===== config.mk =====
export PLATFORM = sky130hd
export DESIGN_NAME = dsi_lanes_distributor_flat
export DESIGN_NICKNAME = d
export VERILOG_FILES = /design/src/rtl/dsi_lanes_distributor_pkg.sv /design/src/rtl/dsi_lanes_distributor_if.sv /design/src/rtl/dsi_skid_fifo2.sv /design/src/rtl/dsi_lanes_distributor.sv /design/src/flat_wrapper.sv
export SDC_FILE = /design/constraint.sdc
export NUM_CORES = 1
export LEC_CHECK = 0
export CAP_MARGIN = 20
export CORE_ASPECT_RATIO = 0.7
export CORE_UTILIZATION = 40
export CTS_CLUSTER_DIAMETER = 40
export DETAILED_ROUTE_END_ITERATION = 12
export DONT_BUFFER_PORTS = 1
export GPL_TIMING_DRIVEN = 0
export SYNTH_ARGS = -nofsm -noshare
export SYNTH_HDL_FRONTEND = slang
export SYNTH_SLANG_ARGS = --single-unit

===== constraint.sdc =====
create_clock -name clk -period 3.7 [get_ports clk]
set_clock_uncertainty 0.05 [all_clocks]
set_input_delay 0.555 -clock clk [delete_from_list [all_inputs] [get_ports clk]]
set_output_delay 0.555 -clock clk [all_outputs]
set_load 0.1 [all_outputs]

===== src/rtl/dsi_lanes_distributor_pkg.sv =====
// Shared DSI lane definitions: lane geometry, legal byte strobes, FSM states
// and the queued word layout used by the lanes distributor.
package dsi_lanes_distributor_pkg;

    localparam int unsigned LANES  = 4;
    localparam int unsigned LANE_W = 8;
    localparam int unsigned DATA_W = LANES * LANE_W;

    localparam logic [LANES-1:0] STRB_1 = 4'b0001;
    localparam logic [LANES-1:0] STRB_2 = 4'b0011;
    localparam logic [LANES-1:0] STRB_3 = 4'b0111;
    localparam logic [LANES-1:0] STRB_4 = 4'b1111;

    typedef enum logic [2:0] {
        ST_IDLE,
        ST_HS_PREP,
        ST_ACTIVE,
        ST_TRAIL,
        ST_WAIT_STOP
    } dsi_state_e;

    typedef struct packed {
        logic              last;
        logic [LANES-1:0]  strb;
        logic [DATA_W-1:0] data;
    } dsi_word_t;

    localparam int unsigned WORD_W = $bits(dsi_word_t);

    // Only contiguous strobes starting at lane 0 are meaningful to the lanes
    function automatic logic strb_legal(input logic [LANES-1:0] s);
        return (s == STRB_1) || (s == STRB_2) || (s == STRB_3) || (s == STRB_4);
    endfunction

endpackage


===== src/rtl/dsi_lanes_distributor_if.sv =====
// Upstream packet-word handshake between the packet builder and the distributor.
interface dsi_lanes_distributor_if;
    import dsi_lanes_distributor_pkg::*;

    logic [DATA_W-1:0] iface_write_data;
    logic [LANES-1:0]  iface_write_strb;
    logic              iface_write_rqst;
    logic              iface_last_word;
    logic              iface_data_rqst;

    modport master (
        output iface_write_data,
        output iface_write_strb,
        output iface_write_rqst,
        output iface_last_word,
        input  iface_data_rqst
    );

    modport slave (
        input  iface_write_data,
        input  iface_write_strb,
        input  iface_write_rqst,
        input  iface_last_word,
        output iface_data_rqst
    );

endinterface


===== src/rtl/dsi_skid_fifo2.sv =====
// Two-entry FIFO with registered full/empty flags and a synchronous flush.
// Entry 0 is always the head, so pop_data needs no read pointer.
module dsi_skid_fifo2 #(
    parameter int unsigned W = 37
) (
    input  logic         clk,
    input  logic         rst_n,
    input  logic         flush,
    input  logic         push,
    input  logic [W-1:0] push_data,
    input  logic         pop,
    output logic [W-1:0] pop_data,
    output logic         empty,
    output logic         full
);

    logic [W-1:0] ent0_q, ent0_d;
    logic [W-1:0] ent1_q, ent1_d;
    logic [1:0]   cnt_q, cnt_d;
    logic         do_pop, do_push;

    always_comb begin
        ent0_d  = ent0_q;
        ent1_d  = ent1_q;
        cnt_d   = cnt_q;
        do_pop  = pop && (cnt_q != 2'd0);
        do_push = push && ((cnt_q != 2'd2) || do_pop);
        case ({do_push, do_pop})
            2'b01: begin
                ent0_d = ent1_q;
                cnt_d  = cnt_q - 2'd1;
            end
            2'b10: begin
                if (cnt_q == 2'd0) ent0_d = push_data;
                else               ent1_d = push_data;
                cnt_d = cnt_q + 2'd1;
            end
            2'b11: begin
                if (cnt_q == 2'd1) begin
                    ent0_d = push_data;
                end else begin
                    ent0_d = ent1_q;
                    ent1_d = push_data;
                end
            end
            default: ;
        endcase
        if (flush) cnt_d = '0;
    end

    always_ff @(posedge clk or negedge rst_n) begin
        if (!rst_n) begin
            ent0_q <= '0;
            ent1_q <= '0;
            cnt_q  <= '0;
        end else begin
            ent0_q <= ent0_d;
            ent1_q <= ent1_d;
            cnt_q  <= cnt_d;
        end
    end

    assign pop_data = ent0_q;
    assign empty    = (cnt_q == 2'd0);
    assign full     = (cnt_q == 2'd2);

endmodule


===== src/rtl/dsi_lanes_distributor.sv =====
// Spreads upstream packet words byte-per-lane across the DSI data lanes and
// sequences HS request, preparation timeout and trail for each burst.
module dsi_lanes_distributor
    import dsi_lanes_distributor_pkg::*;
#(
    parameter int unsigned TRAIL_CYCLES = 8,
    parameter int unsigned PREP_TIMEOUT = 255
) (
    input  logic                     clk,
    input  logic                     rst_n,
    dsi_lanes_distributor_if.slave   up,
    output logic                     lanes_hs_rqst,
    input  logic                     lanes_ready,
    output logic [DATA_W-1:0]        lane_data,
    output logic [LANES-1:0]         lane_valid,
    output logic                     err_underflow,
    output logic                     err_strb,
    output logic                     err_timeout,
    input  logic                     err_clear
);

    dsi_state_e        state_q, state_d;
    logic [15:0]       prep_cnt_q, prep_cnt_d;
    logic [7:0]        trail_cnt_q, trail_cnt_d;
    logic              hs_q, hs_d;
    logic [DATA_W-1:0] lane_data_q, lane_data_d;
    logic [LANES-1:0]  lane_valid_q, lane_valid_d;
    logic              err_und_q, err_und_d;
    logic              err_strb_q, err_strb_d;
    logic              err_tout_q, err_tout_d;
    logic              und_seen_q, und_seen_d;
    logic              rst_done_q;

    logic              data_rqst, accept;
    logic              strb_bad, strb_partial;
    logic              fifo_pop, fifo_flush, fifo_empty, fifo_full;
    logic              set_und, set_tout;
    dsi_word_t         push_word, head_word;

    // rst_done_q keeps the upstream handshake low until the first edge after reset
    assign data_rqst          = rst_done_q && !fifo_full && (state_q != ST_WAIT_STOP);
    assign up.iface_data_rqst = data_rqst;
    assign accept             = up.iface_write_rqst && data_rqst;

    always_comb begin
        strb_bad       = !strb_legal(up.iface_write_strb);
        strb_partial   = !strb_bad && (up.iface_write_strb != STRB_4) && !up.iface_last_word;
        push_word.last = up.iface_last_word;
        push_word.data = up.iface_write_data;
        push_word.strb = strb_bad ? STRB_4 : up.iface_write_strb;
    end

    dsi_skid_fifo2 #(.W(WORD_W)) u_fifo (
        .clk       (clk),
        .rst_n     (rst_n),
        .flush     (fifo_flush),
        .push      (accept),
        .push_data (push_word),
        .pop       (fifo_pop),
        .pop_data  (head_word),
        .empty     (fifo_empty),
        .full      (fifo_full)
    );

    always_comb begin
        state_d      = state_q;
        prep_cnt_d   = prep_cnt_q;
        trail_cnt_d  = trail_cnt_q;
        und_seen_d   = und_seen_q;
        lane_data_d  = '0;
        lane_valid_d = '0;
        fifo_pop     = 1'b0;
        fifo_flush   = 1'b0;
        set_und      = 1'b0;
        set_tout     = 1'b0;
        unique case (state_q)
            ST_IDLE: begin
                if (!fifo_empty) begin
                    state_d    = ST_HS_PREP;
                    prep_cnt_d = '0;
                end
            end
            ST_HS_PREP: begin
                if (lanes_ready) begin
                    state_d    = ST_ACTIVE;
                    und_seen_d = 1'b0;
                end else begin
                    prep_cnt_d = prep_cnt_q + 16'd1;
                    if (prep_cnt_d == 16'(PREP_TIMEOUT)) begin
                        state_d    = ST_WAIT_STOP;
                        set_tout   = 1'b1;
                        fifo_flush = 1'b1;
                    end
                end
            end
            ST_ACTIVE: begin
                if (!lanes_ready) begin
                    state_d    = ST_WAIT_STOP;
                    set_und    = 1'b1;
                    fifo_flush = 1'b1;
                end else if (!fifo_empty) begin
                    fifo_pop     = 1'b1;
                    lane_data_d  = head_word.data;
                    lane_valid_d = head_word.strb;
                    if (head_word.last) begin
                        state_d     = ST_TRAIL;
                        trail_cnt_d = 8'(TRAIL_CYCLES);
                    end
                end else if (!und_seen_q) begin
                    set_und    = 1'b1;
                    und_seen_d = 1'b1;
                end
            end
            ST_TRAIL: begin
                // Counter runs TRAIL_CYCLES..0, giving TRAIL_CYCLES idle HS cycles after the last byte
                if (!lanes_ready) begin
                    state_d    = ST_WAIT_STOP;
                    set_und    = 1'b1;
                    fifo_flush = 1'b1;
                end else if (trail_cnt_q == 8'd0) begin
                    state_d = ST_WAIT_STOP;
                end else begin
                    trail_cnt_d = trail_cnt_q - 8'd1;
                end
            end
            ST_WAIT_STOP: begin
                if (!lanes_ready) state_d = ST_IDLE;
            end
            default: state_d = ST_IDLE;
        endcase

        hs_d       = (state_d == ST_HS_PREP) || (state_d == ST_ACTIVE) || (state_d == ST_TRAIL);
        err_und_d  = (err_und_q  && !err_clear) || set_und;
        err_strb_d = (err_strb_q && !err_clear) || (accept && (strb_bad || strb_partial));
        err_tout_d = (err_tout_q && !err_clear) || set_tout;
    end

    always_ff @(posedge clk or negedge rst_n) begin
        if (!rst_n) begin
            state_q      <= ST_IDLE;
            prep_cnt_q   <= '0;
            trail_cnt_q  <= '0;
            hs_q         <= 1'b0;
            lane_data_q  <= '0;
            lane_valid_q <= '0;
            err_und_q    <= 1'b0;
            err_strb_q   <= 1'b0;
            err_tout_q   <= 1'b0;
            und_seen_q   <= 1'b0;
            rst_done_q   <= 1'b0;
        end else begin
            state_q      <= state_d;
            prep_cnt_q   <= prep_cnt_d;
            trail_cnt_q  <= trail_cnt_d;
            hs_q         <= hs_d;
            lane_data_q  <= lane_data_d;
            lane_valid_q <= lane_valid_d;
            err_und_q    <= err_und_d;
            err_strb_q   <= err_strb_d;
            err_tout_q   <= err_tout_d;
            und_seen_q   <= und_seen_d;
            rst_done_q   <= 1'b1;
        end
    end

    assign lanes_hs_rqst = hs_q;
    assign lane_data     = lane_data_q;
    assign lane_valid    = lane_valid_q;
    assign err_underflow = err_und_q;
    assign err_strb      = err_strb_q;
    assign err_timeout   = err_tout_q;

endmodule


===== src/flat_wrapper.sv =====
// flat-port wrapper written by rule: the top's interface ports become plain ports
module dsi_lanes_distributor_flat import dsi_lanes_distributor_pkg::*;
#(
    parameter int unsigned TRAIL_CYCLES = 8,
    parameter int unsigned PREP_TIMEOUT = 255
)
  (clk, rst_n, lanes_hs_rqst, lanes_ready, lane_data, lane_valid, err_underflow, err_strb, err_timeout, err_clear, up_iface_write_data, up_iface_write_strb, up_iface_write_rqst, up_iface_last_word, up_iface_data_rqst);
  dsi_lanes_distributor_if up_i ();
  input  logic clk;
  input  logic rst_n;
  output logic lanes_hs_rqst;
  input  logic lanes_ready;
  output logic [DATA_W-1:0] lane_data;
  output logic [LANES-1:0] lane_valid;
  output logic err_underflow;
  output logic err_strb;
  output logic err_timeout;
  input  logic err_clear;
  input wire logic [$bits(up_i.iface_write_data)-1:0] up_iface_write_data;
  input wire logic [$bits(up_i.iface_write_strb)-1:0] up_iface_write_strb;
  input wire logic [$bits(up_i.iface_write_rqst)-1:0] up_iface_write_rqst;
  input wire logic [$bits(up_i.iface_last_word)-1:0] up_iface_last_word;
  output wire logic [$bits(up_i.iface_data_rqst)-1:0] up_iface_data_rqst;
  assign up_i.iface_write_data = up_iface_write_data;
  assign up_i.iface_write_strb = up_iface_write_strb;
  assign up_i.iface_write_rqst = up_iface_write_rqst;
  assign up_i.iface_last_word = up_iface_last_word;
  assign up_iface_data_rqst = up_i.iface_data_rqst;
  dsi_lanes_distributor #(.TRAIL_CYCLES(TRAIL_CYCLES), .PREP_TIMEOUT(PREP_TIMEOUT)) u_core (.clk(clk), .rst_n(rst_n), .up(up_i), .lanes_hs_rqst(lanes_hs_rqst), .lanes_ready(lanes_ready), .lane_data(lane_data), .lane_valid(lane_valid), .err_underflow(err_underflow), .err_strb(err_strb), .err_timeout(err_timeout), .err_clear(err_clear));
endmodule

After elaboration in Yosys (flattened, before gate mapping)
Index checks and enable logic that the tools add are counted.
- register bits: 145
- input bits: 42
- output and inout bits: 41
- logic and storage cells: 141
- add/sub/neg operators: 4
- eq/ne operators: 32
- mux-type cells: 50
- reduce and logical (&&, ||, !) cells: 41
- operators by type and width (operator ; count):
    37-bit 2-to-1 mux ; 4
    37-bit one-hot mux with 3 select lines ; 1
    32-bit 2-to-1 mux ; 3
    37-bit one-hot mux with 2 select lines ; 1
    8-bit 2-to-1 mux ; 5
    16-bit 2-to-1 mux ; 2
    16-bit one-hot mux with 2 select lines ; 1
    3-bit 2-to-1 mux ; 9
    2-bit inequality test (second input constant) ; 11
    16-bit by 1-bit adder with 16-bit output (second input constant) ; 1
    16-bit by 8-bit == test with 1-bit output (second input constant) ; 1
    4-bit 2-to-1 mux ; 4
    8-bit one-hot mux with 2 select lines ; 1
    3-bit one-hot mux with 5 select lines ; 1
    1-bit 2-to-1 mux ; 13
    3-bit by 2-bit == test with 1-bit output (second input constant) ; 4
    1-bit logical AND ; 11
    1-bit logical OR ; 10
    2-bit nonzero test ; 5
    8-bit logical NOT ; 1
    8-bit by 1-bit subtractor with 8-bit output (second input constant) ; 1
    2-bit == test (second input constant) ; 3
    3-bit by 1-bit == test with 1-bit output (second input constant) ; 2
    1-bit one-hot mux with 2 select lines ; 3
    other kinds (22) ; 29

Longest topological paths before layout
Gate-level depths: netlist of run 1.
- word-level depth: 10
- gate-level depth with buffers: 12
- mapped depth without buffers: 10

Modules after synthesis
A second synthesis of run 1 with hierarchy kept.
- cells, all modules: 598
- area, all modules: 6546.3 um^2
- modules (own cells, without submodules) (module ; times used ; cells an instance ; area an instance (um^2)):
    dsi_skid_fifo2 ; 1 ; 304 ; 3407.0
    dsi_lanes_distributor ; 1 ; 294 ; 3139.3

Worst setup path before layout of run 1
Ideal clock, no wire load.
- path type: register to register
- start point: register u_core.u_fifo.cnt_q[0]
- end point: register u_core.u_fifo.ent0_q[10], in the netlist u_core.u_fifo.pop_data[10]
- setup time: 0.077 ns
- data arrival time: 2.973 ns
- path slack: 0.599 ns
- stages on the path, launching flop included: 11
- path through: dfrtp_1 inv_1 ha_1 inv_1 o311a_1 and2_1 ha_1 mux2i_1 clkbuf_1 a22oi_1 a21oi_1
- elaborated cells between the ends (all ways): 23
- RTL lines (element ; line ; text):
    from (decl) ; dsi_skid_fifo2.sv:19 ; logic [1:0] cnt_q, cnt_d;
    from (signal assigned) ; dsi_skid_fifo2.sv:59 ; cnt_q <= cnt_d;
    2-bit == test (*) ; dsi_skid_fifo2.sv:65 ; assign full = (cnt_q == 2'd2);
    1-bit logical NOT (*) ; dsi_lanes_distributor.sv:41 ; assign data_rqst = rst_done_q && !fifo_full && (state_q != ST_WAIT_STOP);
    1-bit logical AND (*) (2 in series) ; dsi_lanes_distributor.sv:41 ;
    net up_iface_data_rqst ; flat_wrapper.sv:23 ; output wire logic [$bits(up_i.iface_data_rqst)-1:0] up_iface_data_rqst;
    1-bit logical AND (*) ; dsi_lanes_distributor.sv:43 ; assign accept = up.iface_write_rqst && data_rqst;
    1-bit logical AND (*) ; dsi_skid_fifo2.sv:27 ; do_push = push && ((cnt_q != 2'd2) || do_pop);
    2-bit == test or 2-bit by 1-bit == test with 1-bit output (tied branches) ; dsi_skid_fifo2.sv:28 ; case ({do_push, do_pop})
    2-bit by 1-bit inequality test with 1-bit output (no source line) or 3-bit nonzero test (tied branches) ; n/a ;
    2-bit AND reduction (no source line) ; n/a ;
    to (signal assigned) ; dsi_skid_fifo2.sv:57 ; ent0_q <= ent0_d;
    to (decl) ; dsi_skid_fifo2.sv:17 ; logic [W-1:0] ent0_q, ent0_d;
Mark *: on every way through the listed nets, which the timed path passes. The rest lies on a longest branch.
A chain may end at the register's enable or synchronous reset.

Worst setup path in the final report of run 1
- start point: register u_core.u_fifo.cnt_q[0]
- end point: register u_core.u_fifo.ent0_q[34], in the netlist u_core.u_fifo.pop_data[34]
- word-level cells in the longest chain between the ends: 10
- elaborated cells between the ends (all ways): 23
- RTL lines (element ; line ; text):
    2-bit logical NOT ; dsi_skid_fifo2.sv:34, dsi_skid_fifo2.sv:64 ;
    1-bit 2-to-1 mux ; dsi_lanes_distributor.sv:101 ; end else if (!fifo_empty) begin
    1-bit 2-to-1 mux ; dsi_lanes_distributor.sv:97 ; if (!lanes_ready) begin
    1-bit 2-to-1 mux ; dsi_lanes_distributor.sv:76 ; unique case (state_q)
    1-bit logical AND ; dsi_skid_fifo2.sv:26 ; do_pop = pop && (cnt_q != 2'd0);
    1-bit logical OR ; dsi_skid_fifo2.sv:27 ;
    1-bit logical AND ; dsi_skid_fifo2.sv:27 ;
    2-bit == test or 2-bit by 1-bit == test with 1-bit output (tied branches) ; dsi_skid_fifo2.sv:28 ;
    2-bit by 1-bit inequality test with 1-bit output (no source line) or 3-bit nonzero test (tied branches) ; n/a ;
    2-bit AND reduction (no source line) ; n/a ;
Parallel ways exist; a longest one is shown, timed or not.

==> results of run 1 <==
==> final cells by class <==
class                           instances  area, sq um  share of cell area
Buffer                                 34          139              0.0194
Clock buffer                           18          429              0.0600
Clock inverter                         13          186              0.0260
Inverter                               12         45.0             0.00629
Multi-Input combinational cell        382         2490               0.347
Sequential cell                       145         3630               0.507
Tap cell                              195          244              0.0341
==> through the flow <==
| stage | setup WS [ns] | utilization |
|---|---|---|
| detailed placement | -0.226 | 0.435 |
| floorplan | 0.599 | - |
| global placement | -0.172 | 0.435 |
| CTS | 0.102 | 0.477 |
| global route | 0.00519 | 0.477 |
| finish | 0.254 | 0.477 |
==> worst min-delay path by stage <==
stage | startpoint | endpoint | slack [ns] | cells past startpoint
after CTS | rst_n | u_core.trail_cnt_q[4] | -0.23 | 0
after global placement | rst_n | u_core.trail_cnt_q[5] | 0.22 | 0
after floorplan | rst_n | u_core.err_strb | 0.21 | 0
after detailed placement | rst_n | u_core.trail_cnt_q[4] | 0.21 | 0
final | rst_n | u_core.trail_cnt_q[4] | -0.22 | 0
after global routing | rst_n | u_core.trail_cnt_q[4] | -0.24 | 0
==> power breakdown <==
group	switching (mW)	internal, mW	total, mW	leakage, nW
logic	0.852	0.664	1.52	1.04
clock network	0.660	1.13	1.79	0.294
registers	0.734	2.13	2.86	1.81
==> sequential cells by signal, summed over array words and instances (netlist names) <==
name	count
u_core.err_strb	1
u_core.err_timeout	1
u_core.err_underflow	1
u_core.lane_data	32
u_core.lane_valid	4
u_core.lanes_hs_rqst	1
u_core.prep_cnt_q	16
u_core.rst_done_q	1
u_core.state_q	3
u_core.trail_cnt_q	8
u_core.u_fifo.cnt_q	2
u_core.u_fifo.ent1_q	37
u_core.u_fifo.pop_data	37
u_core.und_seen_q	1
==> logic make-up (layout without fill, tap and decap cells) <==
group | after synthesis | in the layout | share of synthesized area
AO/OA/AOI/OAI | 139 | 139 | 0.141
XOR/XNOR | 15 | 15 | 0.0209
adder cells (fa/ha/maj) | 8 | 8 | 0.0159
buffers and inverters | 46 | 77 | 0.0283
flip-flops | 145 | 145 | 0.577
multiplexers | 35 | 35 | 0.0623
other | 1 | 1 | 0.000596
AND/OR/NAND/NOR | 184 | 184 | 0.154
==> cell usage in the layout, fill, tap and decap left out, drive strengths merged, types with 3 or more instances in the layout <==
| cell | Yosys | routed |
|---|---|---|
| a21oi | 40 | 40 |
| a22oi | 34 | 34 |
| a31oi | 8 | 8 |
| and2 | 38 | 38 |
| and3 | 3 | 3 |
| buf | 4 | 4 |
| bufinv | 0 | 4 |
| clkbuf | 30 | 48 |
| clkinv | 0 | 4 |
| clkinvlp | 0 | 3 |
| dfrtp | 145 | 145 |
| ha | 8 | 8 |
| inv | 12 | 14 |
| mux2 | 33 | 33 |
| nand2 | 27 | 27 |
| nand2b | 6 | 6 |
| nand3 | 11 | 11 |
| nand4 | 5 | 5 |
| nor2 | 61 | 61 |
| nor2b | 3 | 3 |
| nor3 | 9 | 9 |
| nor4 | 5 | 5 |
| o211ai | 4 | 4 |
| o21ai | 35 | 35 |
| o31ai | 5 | 5 |
| or3 | 5 | 5 |
| xnor2 | 8 | 8 |
| xor2 | 7 | 7 |
==> critical path: cells and delay by family, from the launching register on <==
family | cells | cell delay [ns]
adders and majority gates | 2 | 0.58
buffers and inverters | 4 | 1.27
and+or+nand+nor | 4 | 0.70
AOI/OAI and AO/OA | 2 | 0.38
DFF | 1 | 0.38
==> layer usage <==
metal / GRT usage / wire length, um / up-vias
met5: 0 / 0 / -
met1: 0.257 / 6870 / 2116
met4: 0.0529 / 151 / 0
li1: - / - / 2058
met2: 0.256 / 5900 / 103
met3: 0.0489 / 721 / 11
==> repair_timing <==
action,CTS,global route
gates resized for setup,1,11
pin swaps,0,0
endpoints found under the setup margin,53,39
gates cloned,0,0
endpoints found under the hold margin,145,145
==> impl_metrics.ini, run 1 <==
[yosys]
synth.area.top_cells = dfrtp_1, mux2_2, a22oi_1
synth_edf_count = 0
netlist.top_cell.by_area = dfrtp_1
syn_nets = 623
synth_area_sq_mm = 0.00629
synth.top_cell.area_share = 0.577
async_flop_share = 1.00
synthCells = 573
ys_seq_area_frac = 0.577
synth_flop_cell = dfrtp_1
ys_ff_latch = 145
ys_types = 50
ys_top_cells_by_count = dfrtp_1, nor2_1, a21oi_1
ys.warnings.count = 0
synth.avg_cell_area_sq_um = 11.0
yosysMostFrequentCell = dfrtp_1

[detailed_routing]
num_vias = 4288
first_iter_violations = 316
ant_nets = 0
drc = 0
first_pass_iters = 4
avgViaCountPerCell = 5.37
finalWirelength_mm = 13.6
wl_per_cell_um = 17.1

[grt]
grt_overflow_total = 0
grt_max_degree = 146
grt_pass1_vias = 4334
grt_usage = 0.177
antenna_found_initial = 0
grt_pass1_wl_mm = 22.4

[critical_path]
crit_path_cell_trace = inv_1 -> ha_1 -> nor2_1 -> and3_1 -> clkbuf_1 -> ha_1 -> nand2_1 -> nand2b_1 -> clkbuf_1 -> clkbuf_1 -> o21ai_0 -> a31oi_1
worstPathArrival_ns = 3.72
critPathRequiredTime_ns = 3.98
cp_common_cell = clkbuf_1
startpoint = u_core.u_fifo.cnt_q[0]
reg2reg_depth = 12
worstSetupPathType = reg -> reg
crit_path_start_kind = flip-flop
crit-reg2reg-capture = u_core.u_fifo.pop_data[34]
crit_path_end_kind = flip-flop
reg2reg_from = u_core.u_fifo.cnt_q[0]
worstPathMaxFanout = 10
cp-endpoint = u_core.u_fifo.pop_data[34]
slowest_delay_ns = 0.41
slowest_stage = clkbuf_1
r2r_slack_ns = 0.25

[timing]
rsz0062_at_grt = false
hold_viol = 145
max_freq_mhz = 290
holdWs_ns = -0.215
setup_violations = 0
slew_viol_final = 0
slew_headroom = 0.372
period_share = 0.931
min_period_ns = 3.45
tns_ns = 0
worst_pin_slew_ns = 0.942

[placement]
place_congestion = 0.776
placed_cells = 768
postPlaceCellArea_sq_mm = 0.00653
place_hpwl_mm = 9.18
portBuffers = 0

[clock_network]
cts.sinks = 145
insertion_delay_ns = 0.41
cts_setup_buffers = 0
clockRootBuffer = clkbuf_16
clk_pin_slew_ns = 0.06
clockBufferDepth = 2
cts_buffers = 17
htree_levels = 4
cts_tree = yes

[pwr]
power.total_mw = 6.17
max-vdd-ir-drop_v = 0.000420
p_per_area_mw_per_mm2 = 862
p_leak_nw = 3.15

[layout]
final_cells = 799
stdcell_area_sq_mm = 0.00716
drive_above_1_share = 0.141
area_growth_pct = 13.9
antennaDiodeCount = 0
nFillCells = 1362
finalNetCount = 642

[die]
fp.coreArea_sq_mm = 0.0150
start_util = 0.419
die_area_sq_mm = 0.0162
row_count = 37
fp.dieH_um = 107
die_x_um = 152
ios = 83

[run]
cap_violations = 0

[run_status]
status = finished with violations
violations = hold timing

[min_path]
hp-class = in -> async
No activity file was read; power rests on OpenSTA's default activity.
==> run 2: changes to the inputs <==
--- a/config.mk
+++ b/config.mk
@@ -9,6 +9,7 @@
 export CORE_ASPECT_RATIO = 0.7
 export CORE_UTILIZATION = 40
 export CTS_CLUSTER_DIAMETER = 40
+export CTS_CLUSTER_SIZE = 12
 export DETAILED_ROUTE_END_ITERATION = 12
 export DONT_BUFFER_PORTS = 1
 export GPL_TIMING_DRIVEN = 0
==> results of run 2 <==
Same layout as run 1: the final DEF is identical, and so are final timing and power.
==> run 3: changes to the inputs <==
--- a/config.mk
+++ b/config.mk
@@ -13,6 +13,7 @@
 export DETAILED_ROUTE_END_ITERATION = 12
 export DONT_BUFFER_PORTS = 1
 export GPL_TIMING_DRIVEN = 0
+export SKIP_CTS_REPAIR_TIMING = 1
 export SYNTH_ARGS = -nofsm -noshare
 export SYNTH_HDL_FRONTEND = slang
 export SYNTH_SLANG_ARGS = --single-unit
==> constraint.sdc (replaced) <==
create_clock -name clk -period 3.7 [get_ports clk]
set_clock_uncertainty 0.05 [all_clocks]
set_input_delay 0.925 -clock clk [delete_from_list [all_inputs] [get_ports clk]]
set_output_delay 0.925 -clock clk [all_outputs]
set_load 0.1 [all_outputs]
==> results of run 3 <==
Same layout as run 1 (identical final DEF). Status: completed.
Main changes from that run: hold slack -0.215 ns -> 0.155 ns; number of hold violations in the final report 145 -> 0
